==> config.mk <==
export PLATFORM = sky130hd
export DESIGN_NAME = bitvault_regfile_flat
export DESIGN_NICKNAME = d
export VERILOG_FILES = /design/src/rtl/bitvault_regfile_if.sv /design/src/rtl/bitvault_regfile.sv /design/src/flat_wrapper.sv
export SDC_FILE = /design/constraint.sdc
export NUM_CORES = 1
export LEC_CHECK = 0
export ABC_AREA = 1
export CAP_MARGIN = 20
export CORE_MARGIN = 3
export CORE_UTILIZATION = 35
export CTS_BUF_LIST = sky130_fd_sc_hd__clkbuf_8 sky130_fd_sc_hd__clkbuf_16
export DETAILED_ROUTE_END_ITERATION = 10
export GPL_TIMING_DRIVEN = 0
export PLACE_DENSITY = 0.65
export SYNTH_ARGS = -nofsm -noshare
export SYNTH_HDL_FRONTEND = slang
export SYNTH_SLANG_ARGS = --single-unit
==> constraint.sdc <==
create_clock -name clk -period 2 [get_ports clk]
set_input_delay 0.2 -clock clk [delete_from_list [all_inputs] [get_ports clk]]
set_output_delay 0.2 -clock clk [all_outputs]
set_load 0.01 [all_outputs]
==> src/rtl/bitvault_regfile_if.sv <==
// Bus bundle for bitvault_regfile: shared-address write port and combinational read port.
interface bitvault_regfile_if #(
    parameter int unsigned WIDTH  = 8,
    parameter int unsigned ADDR_W = 2
);
    logic              we;
    logic [ADDR_W-1:0] addr;
    logic [WIDTH-1:0]  data_in;
    logic [WIDTH-1:0]  data_out;

    modport master (
        output we,
        output addr,
        output data_in,
        input  data_out
    );

    modport slave (
        input  we,
        input  addr,
        input  data_in,
        output data_out
    );
endinterface

==> src/rtl/bitvault_regfile.sv <==
// DEPTH x WIDTH register file: synchronous write, asynchronous read, async active-high clear.
module bitvault_regfile #(
    parameter int unsigned WIDTH  = 8,
    parameter int unsigned DEPTH  = 4,
    parameter int unsigned ADDR_W = 2
) (
    input logic               clk,
    input logic               rst,
    bitvault_regfile_if.slave bus
);

    logic [WIDTH-1:0] mem_q [DEPTH];
    logic [WIDTH-1:0] mem_d [DEPTH];
    logic [WIDTH-1:0] rd_data;

    // Address compare per entry, so out-of-range addresses neither write nor read anything.
    always_comb begin
        mem_d = mem_q;
        if (bus.we) begin
            for (int i = 0; i < int'(DEPTH); i++) begin
                if (bus.addr == ADDR_W'(i)) begin
                    mem_d[i] = bus.data_in;
                end
            end
        end
    end

    always_comb begin
        rd_data = '0;
        for (int i = 0; i < int'(DEPTH); i++) begin
            if (bus.addr == ADDR_W'(i)) begin
                rd_data = mem_q[i];
            end
        end
    end

    assign bus.data_out = rd_data;

    always_ff @(posedge clk or posedge rst) begin
        if (rst) begin
            mem_q <= '{default: '0};
        end else begin
            mem_q <= mem_d;
        end
    end

endmodule

==> src/flat_wrapper.sv <==
// flat-port wrapper written by rule: the top's interface ports become plain ports
module bitvault_regfile_flat 
#(
    parameter int unsigned WIDTH  = 8,
    parameter int unsigned DEPTH  = 4,
    parameter int unsigned ADDR_W = 2
)
  (clk, rst, bus_we, bus_addr, bus_data_in, bus_data_out);
  bitvault_regfile_if #(.WIDTH(WIDTH), .ADDR_W(ADDR_W)) bus_i ();
  input logic clk;
  input logic rst;
  input wire logic [$bits(bus_i.we)-1:0] bus_we;
  input wire logic [$bits(bus_i.addr)-1:0] bus_addr;
  input wire logic [$bits(bus_i.data_in)-1:0] bus_data_in;
  output wire logic [$bits(bus_i.data_out)-1:0] bus_data_out;
  assign bus_i.we = bus_we;
  assign bus_i.addr = bus_addr;
  assign bus_i.data_in = bus_data_in;
  assign bus_data_out = bus_i.data_out;
  bitvault_regfile #(.WIDTH(WIDTH), .DEPTH(DEPTH), .ADDR_W(ADDR_W)) u_core (.clk(clk), .rst(rst), .bus(bus_i));
endmodule
# Yosys cells after proc, flatten, opt, wreduce, memory -nomap -nowiden
# Index checks and enable logic that the tools add are counted.
# totals
register_bits	32
inputBits	13
out_inout_bits	8
elab_cells	16
# classes
eq_ne	3
n_mux	4
reduce_logical	5
# op_table
op	n
two-way mux 8 bit	4
AND reduction 2 bit	4
== test 2 bit (second input constant)	2
== test 2 x 1 -> 1 bit (second input constant)	1
zero test 2 bit	1

# Logic depth before layout (Yosys ltp)
# Gate-level depths: netlist (run 1).
# logic_depth
depth_word	5
mapped_depth	6
ltp_nobuf	4

# Worst setup path before layout (run 1)
# OpenSTA, ideal clock, no wires.
# synth_timing
path_kind	input-to-output
start	in bus_addr[1]
end	out bus_data_out[0]
t_arrival_ps	805
required_time_ps	1800
setup_slack_ps	995
path_stages	4
n_path_buf	2
path_cell_list	buf_4 > buf_2 > nand3_1 > nand4_1
# synth_between
elab_chain_cells	5
word_cells_on_any_way	8
classes_between	3 x eq/ne; 4 x mux; 1 x reduce/logical
# synth_lines
item	line_no	source
from (decl)	flat_wrapper.sv:13	input wire logic [$bits(bus_i.addr)-1:0] bus_addr;
zero test 2 bit	bitvault_regfile.sv:31	if (bus.addr == ADDR_W'(i)) begin
two-way mux 8 bit (3 in series)	bitvault_regfile.sv:31	
two-way mux 8 bit (*)	bitvault_regfile.sv:31	
to (decl)	flat_wrapper.sv:15	output wire logic [$bits(bus_i.data_out)-1:0] bus_data_out;
# Mark *: on every way between the ends. The rest lies on a longest branch, timed or not.

# Worst setup path in the final report (run 1)
# layout_timing
start	in bus_addr[1]
end	out bus_data_out[4]
# The elaborated chain is that of the path after synthesis.

==> out/qor.log, run 1 <==
qor: flow_run.cap_violations 0
qor: sta.final_cycle_utilization_of_the_critical_path 0.968
qor: synthesis.netlist-cell-type-count 14
qor: finish.regMostFlops u_core.mem_q
qor: floorplanning.core_area 0.00409 mm²
qor: sta.timing.final.max_slew_violations 0
qor: power.design_power_total 1.64 mW
qor: sta.setup_tns 0 ps
qor: finish.antenna_cells 0
qor: sta.clock_period_minus_worst_slack 1940 ps
qor: detailed_routing.routed_wl 3730 µm
qor: synthesis.synth.cell_area 0.00152 mm²
qor: finish.fill_cells 420
qor: min_path.worstHoldPathType input port to asynchronous set/reset pin
qor: critical_path.critical-path-max-stage-delay 530 ps
qor: cts.clock_insertion_delay_worst_skew 280 ps
qor: finish.flow.area_growth_from_synthesis 29.1%
qor: placement.place.port_buffers 20
qor: finish.final_net_count 205
qor: sta.worst-slew-pin-transition 429 ps
qor: cts.clockBufferDepth 2
qor: cts.cts.sink_count 32
qor: finish.largest_register_ffs 32
qor: finish.area.sequential 801 µm²
qor: floorplanning.die_width 71.9 µm
qor: power.power_leakage 0.976 nW
qor: critical_path.cp.arrival 1740 ps
qor: sta.max_freq 517 MHz
qor: detailed_routing.avgRoutedWirePerCell 15.4 µm
qor: synthesis.postSynthCellCount 160
qor: cts.cts_tree done
qor: detailed_routing.via_per_inst 5.03
qor: grt.grt_max_degree 25
qor: power.irDropWorstVdd 0.396 mV
qor: synthesis.postSynthNetCount 173
qor: finish.final_layout_size_suffix_gt1_frac 0.187
qor: cts.cts-htree-levels 2
qor: sta.hold_viol 0
qor: critical_path.cp_max_fo 10
qor: critical_path.cp_cell_sequence clkdlybuf4s50_1 -> buf_6 -> buf_6 -> nand3_1 -> nand4_1 -> clkdlybuf4s50_1
qor: synthesis.synth-seq-area-share 0.528
qor: sta.setup_slack 64.9 ps
qor: synthesis.ys_warn_count 0
qor: detailed_routing.drt-initial-drc-count 80
qor: cts.path_clk_slew 60 ps
qor: critical_path.endpoint_kind primary output
qor: outcome.result_of_the_run finished, final reports clean
qor: power.p_per_area 835 mW/mm²
qor: critical_path.critical_path_start_end_classification input port to primary output
qor: floorplanning.design.portCount 21
qor: detailed_routing.drc_errors_left 0
qor: finish.top_regs u_core.mem_q (32)
qor: grt.overflow 0
qor: grt.grt_pass1_wl 6260 µm
qor: detailed_routing.routed-via-count 1223
qor: floorplanning.start_util 0.371
qor: placement.place.detailed.instances 231
qor: placement.detailedPlacementHpwl 2320 µm
qor: placement.finalWeightedCongestion 0.736
qor: sta.relSlewSlack 0.713
qor: floorplanning.die-area 0.00516 mm²
qor: detailed_routing.drt-pass1-iter-count 4
qor: critical_path.worstPathRequired 1800 ps
qor: sta.timing.clock.skew 0 ps
qor: sta.grt_setup_unrepaired false
qor: floorplanning.chipHeight 71.9 µm
qor: cts.clock_tree_root_buffer_cell sky130_fd_sc_hd__clkbuf_8
qor: critical_path.crit_slowest_cell sky130_fd_sc_hd__clkdlybuf4s50_1
qor: finish.final_cell_mix sky130_fd_sc_hd__nand2_1, sky130_fd_sc_hd__dfrtp_1, sky130_fd_sc_hd__nand3_1
qor: floorplanning.rows 23
qor: finish.stdcell_count 243
qor: synthesis.post_synth.cell_area_avg 9.49 µm²
qor: grt.number_of_global_route_vias_before_repair 1176
qor: placement.dpl_worst_slack -185 ps
qor: cts.cts_inserted_buffers 5
qor: finish.multi_input_comb_area 602 µm²
qor: grt.antenna_violations_before_repair 0
qor: sta.report.final.setup_viol 0
qor: finish.mostFrequentLayoutCell sky130_fd_sc_hd__nand2_1
qor: grt.grt.total_usage 0.165
qor: critical_path.startpoint_type input port
qor: synthesis.ys_ff_latch 32
qor: detailed_routing.route.antenna.remaining_nets 0
[logic make-up (layout without fill, tap and decap cells)]
group                  count (synthesis)  in the layout  share of synthesized area
and+or+nand+nor                       77             77                      0.266
AOI/OAI and AO/OA                     32             32                      0.130
DFF                                   32             32                      0.528
buffers and inverters                 19             52                     0.0758
[power by group]
group	total, mW	internal (mW)	switching, mW
clock network	0.494	0.270	0.225
registers	0.803	0.750	0.0529
logic	0.338	0.162	0.175
total	1.64	1.18	0.453
[cell type report]
class / count / share of cell area
flip-flops and latches: 32 / 0.409
clock buffers: 6 / 0.0421
plain buffers: 8 / 0.0460
repair buffers: 25 / 0.138
well taps: 50 / 0.0319
clock inverters: 2 / 0.00383
multi-input cells: 109 / 0.307
inverters: 11 / 0.0223
[timing repair]
action | 4_1_cts | 5_1_grt
hold buffers | 0 | 0
pin swaps | 0 | 0
setup buffers | 4 | 0
resized for setup | 8 | 7
endpoints found under the setup margin | 8 | 6
[critical path: cells and delay by family]
| kind | cells | cell delay (ps) |
|---|---|---|
| buffers and inverters | 4 | 1340 |
| and+or+nand+nor | 2 | 170 |
[stage by stage]
step                      area, µm²  hold slack (ps)   util
after floorplan                1520              316      -
after global placement         1780              467  0.436
after detailed placement       1810              470  0.442
after CTS                      1940              216  0.475
after global routing           1960              242  0.479
final                          1960              210  0.479
[cells in the mapped netlist]
cell type / n / area, µm²
sky130_fd_sc_hd__buf_2: 2 / 10.0
sky130_fd_sc_hd__buf_4: 1 / 7.51
sky130_fd_sc_hd__buf_6: 5 / 56.3
sky130_fd_sc_hd__clkinv_1: 2 / 7.51
sky130_fd_sc_hd__dfrtp_1: 32 / 801
sky130_fd_sc_hd__inv_1: 9 / 33.8
sky130_fd_sc_hd__nand2_1: 40 / 150
sky130_fd_sc_hd__nand2_4: 1 / 11.3
sky130_fd_sc_hd__nand3_1: 24 / 120
sky130_fd_sc_hd__nand3_4: 3 / 52.6
sky130_fd_sc_hd__nand4_1: 8 / 50.1
sky130_fd_sc_hd__nor2_8: 1 / 20.0
sky130_fd_sc_hd__o21ai_1: 22 / 110
sky130_fd_sc_hd__o21ai_2: 10 / 87.6
[final timing paths]
check | startpoint | end | slack, ps | cells past startpoint
worst max-delay path | bus_addr[1] | bus_data_out[4] | 60 | 6
min in group clk | u_core.mem_q[3]$_DFFE_PP0P_ | u_core.mem_q[3]$_DFFE_PP0P_ | 480 | 2
worst min register to register | u_core.mem_q[3]$_DFFE_PP0P_ | u_core.mem_q[3]$_DFFE_PP0P_ | 480 | 2
worst min-delay path | rst | u_core.mem_q[27]$_DFFE_PP0P_ | 210 | 2
max in group asynchronous | rst | u_core.mem_q[4]$_DFFE_PP0P_ | 1330 | 3
worst max register to register | u_core.mem_q[12]$_DFFE_PP0P_ | u_core.mem_q[12]$_DFFE_PP0P_ | 1370 | 2
[routing by layer]
layer / up-vias / track usage / routed length (µm)
met3: 7 / 0.0449 / 170
met4: 0 / 0.0752 / 82
met1: 583 / 0.231 / 1800
li1: 606 / - / -
met5: - / 0 / 0
met2: 27 / 0.239 / 1680
(Power assumes the default switching activity.)
==> run 2, diff against run 1 <==
Settings changed: CELL_PAD_IN_SITES_DETAIL_PLACEMENT set to 0, CELL_PAD_IN_SITES_GLOBAL_PLACEMENT set to 1, PLACE_DENSITY 0.65 to 0.78.
==> out/qor.log, run 2 (same netlist as run 1, synthesis figures left out) <==
qor: outcome.result_of_the_run finished, final reports clean
qor: cts.cts-htree-levels 2 [unchanged]
qor: sta.hold_viol 0 [unchanged]
qor: finish.final_cell_mix sky130_fd_sc_hd__nand2_1, sky130_fd_sc_hd__dfrtp_1, sky130_fd_sc_hd__nand3_1
qor: critical_path.ff2ff_path_depth 2 [unchanged]
qor: finish.stdcell_count 243 [unchanged]
qor: floorplanning.core_area 0.00409 mm² [unchanged]
qor: floorplanning.die_width 71.9 µm [unchanged]
qor: cts.clockBufferDepth 2 [unchanged]
qor: critical_path.startpoint_type input port
qor: cts.clock_tree_root_buffer_cell sky130_fd_sc_hd__clkbuf_8
qor: critical_path.critical_path_start_end_classification input port to primary output
qor: grt.grt_max_degree 26 [+4.0%]
qor: cts.cts_hold_buffers 0 [unchanged]
qor: detailed_routing.route.antenna.remaining_nets 0 [unchanged]
qor: sta.final_cycle_utilization_of_the_critical_path 0.971 [+0.00316]
qor: grt.number_of_global_route_vias_before_repair 1315 [+12%]
qor: min_path.worstHoldPathType input port to asynchronous set/reset pin
qor: placement.detailedPlacementHpwl 2550 µm [+9.8%]
qor: sta.timing.final.max_slew_violations 0 [unchanged]
qor: placement.place.detailed.instances 231 [unchanged]
qor: finish.largest_register_ffs 32 [unchanged]
qor: cts.cts_inserted_buffers 5 [unchanged]
qor: floorplanning.die-area 0.00516 mm² [unchanged]
qor: finish.flow.area_growth_from_synthesis 30.1%
qor: placement.area_of_placed_instances 0.00181 mm² [unchanged]
qor: cts.path_clk_slew 60 ps [about the same]
qor: finish.antenna_cells 0 [unchanged]
qor: sta.clock_period_minus_worst_slack 1940 ps [+6.31 ps]
qor: grt.overflow 0 [unchanged]
qor: critical_path.endpoint_kind primary output
qor: finish.final_net_count 206 [+0.49%]
qor: detailed_routing.drt-initial-drc-count 124 [+55%]
qor: power.irDropWorstVdd 0.369 mV [-6.9%]
qor: sta.setup_slack 58.6 ps [-6.31 ps]
qor: detailed_routing.wl_met2 1840 µm [+9.9%]
qor: detailed_routing.drt-pass1-iter-count 4 [unchanged]
qor: detailed_routing.routed.top_layer met4
qor: sta.relSlewSlack 0.726 [+0.0121]
qor: flow_run.cap_violations 0 [unchanged]
qor: detailed_routing.routed-via-count 1266 [+3.5%]
qor: sta.worst-slew-pin-transition 411 ps [-18.2 ps]
qor: floorplanning.chipHeight 71.9 µm [unchanged]
qor: detailed_routing.met3_wirelength 253 µm [+49%]
qor: power.p_per_area 854 mW/mm² [+2.3%]
qor: detailed_routing.drc_errors_left 0 [unchanged]
qor: placement.place.port_buffers 20 [unchanged]
qor: power.power_leakage 0.966 nW [-1.1%]
qor: floorplanning.start_util 0.371 [unchanged]
qor: detailed_routing.avgRoutedWirePerCell 16.1 µm [+4.8%]
qor: sta.timing.clock.skew 0 ps [unchanged]
qor: sta.finalHoldWorstSlack 195 ps [-15.0 ps]
qor: critical_path.cp.arrival 1740 ps [about the same]
qor: sta.report.final.setup_viol 0 [unchanged]
qor: detailed_routing.routed_wl 3910 µm [+4.8%]
qor: cts.clock_insertion_delay_worst_skew 290 ps [about the same]
qor: placement.dpl_worst_slack -193 ps [-7.40 ps]
qor: placement.finalWeightedCongestion 0.803 [+9.1%]
qor: detailed_routing.drt-met1-wl 1710 µm [-5.2%]
qor: critical_path.worstPathRequired 1800 ps [about the same]
qor: cts.cts_tree done
qor: power.design_power_total 1.69 mW [+3.1%]
qor: finish.top_regs u_core.mem_q (32)
qor: grt.antenna_violations_before_repair 0 [unchanged]
qor: floorplanning.design.portCount 21 [unchanged]
qor: sta.grt_setup_unrepaired false
qor: grt.grt.total_usage 0.175 [+0.00933]
qor: sta.max_freq 515 MHz [-0.33%]
qor: finish.mostFrequentLayoutCell sky130_fd_sc_hd__nand2_1
qor: floorplanning.rows 23 [unchanged]
qor: finish.final_layout_size_suffix_gt1_frac 0.197 [+0.0104]
qor: detailed_routing.via_per_inst 5.21 [+3.5%]
qor: finish.finalInstanceArea 0.00197 mm² [+0.77%]
qor: cts.cts.sink_count 32 [unchanged]
qor: grt.grt_pass1_wl 6670 µm [+6.6%]
qor: finish.regMostFlops u_core.mem_q
qor: critical_path.cp_max_fo 10 [unchanged]
run 2: metrics by stage:
| step | util | TNS (ps) |
|---|---|---|
| 3_3_place_gp | 0.436 | -1260 |
| 3_5_place_dp | 0.442 | -1400 |
| 6_report | 0.483 | 0 |
| 2_1_floorplan | - | 0 |
| 4_1_cts | 0.478 | 0 |
| 5_1_grt | 0.483 | 0 |
run 2: what timing repair did:
action / 4_1_cts / 5_1_grt
setup endpoints to repair: 8 / 6
setup buffers: 5 / 0
resized for setup: 8 / 7
pin swaps: 0 / 0
run 2: critical path: stages:
cell,delay (ps)
sky130_fd_sc_hd__clkdlybuf4s50_1,520
sky130_fd_sc_hd__buf_6,160
sky130_fd_sc_hd__buf_6,150
sky130_fd_sc_hd__nand3_1,80
sky130_fd_sc_hd__nand4_1,90
sky130_fd_sc_hd__clkdlybuf4s50_1,540
run 2: area by class of cell:
class / instances / area [µm²]
Fill cell: 401 / 2110
Buffer: 8 / 90.1
Inverter: 11 / 43.8
Clock buffer: 7 / 96.3
Timing Repair Buffer: 26 / 279
Multi-Input combinational cell: 109 / 602
Sequential cell: 32 / 801
Tap cell: 50 / 62.6
run 2: routing by layer:
metal | track usage | vias to the layer above
met5 | 0 | -
met4 | 0.0877 | 0
met3 | 0.0435 | 12
met2 | 0.261 | 45
met1 | 0.235 | 598
li1 | - | 611
run 2: worst paths after layout:
kind | startpoint | end | slack (ps)
setup reg to reg | u_core.mem_q[6]$_DFFE_PP0P_ | u_core.mem_q[6]$_DFFE_PP0P_ | 1360
setup / recovery | bus_addr[0] | bus_data_out[4] | 60
hold / removal | rst | u_core.mem_q[12]$_DFFE_PP0P_ | 200
min in group clk | u_core.mem_q[14]$_DFFE_PP0P_ | u_core.mem_q[14]$_DFFE_PP0P_ | 490
hold reg to reg | u_core.mem_q[14]$_DFFE_PP0P_ | u_core.mem_q[14]$_DFFE_PP0P_ | 490
max in group asynchronous | rst | u_core.mem_q[4]$_DFFE_PP0P_ | 1350
run 2: where the power goes:
group          leakage [nW]  switching (mW)  internal [mW]  total (mW)
Clock                0.0503           0.230          0.306       0.536
Combinational         0.516           0.179          0.165       0.344
Sequential            0.399          0.0557          0.751       0.806
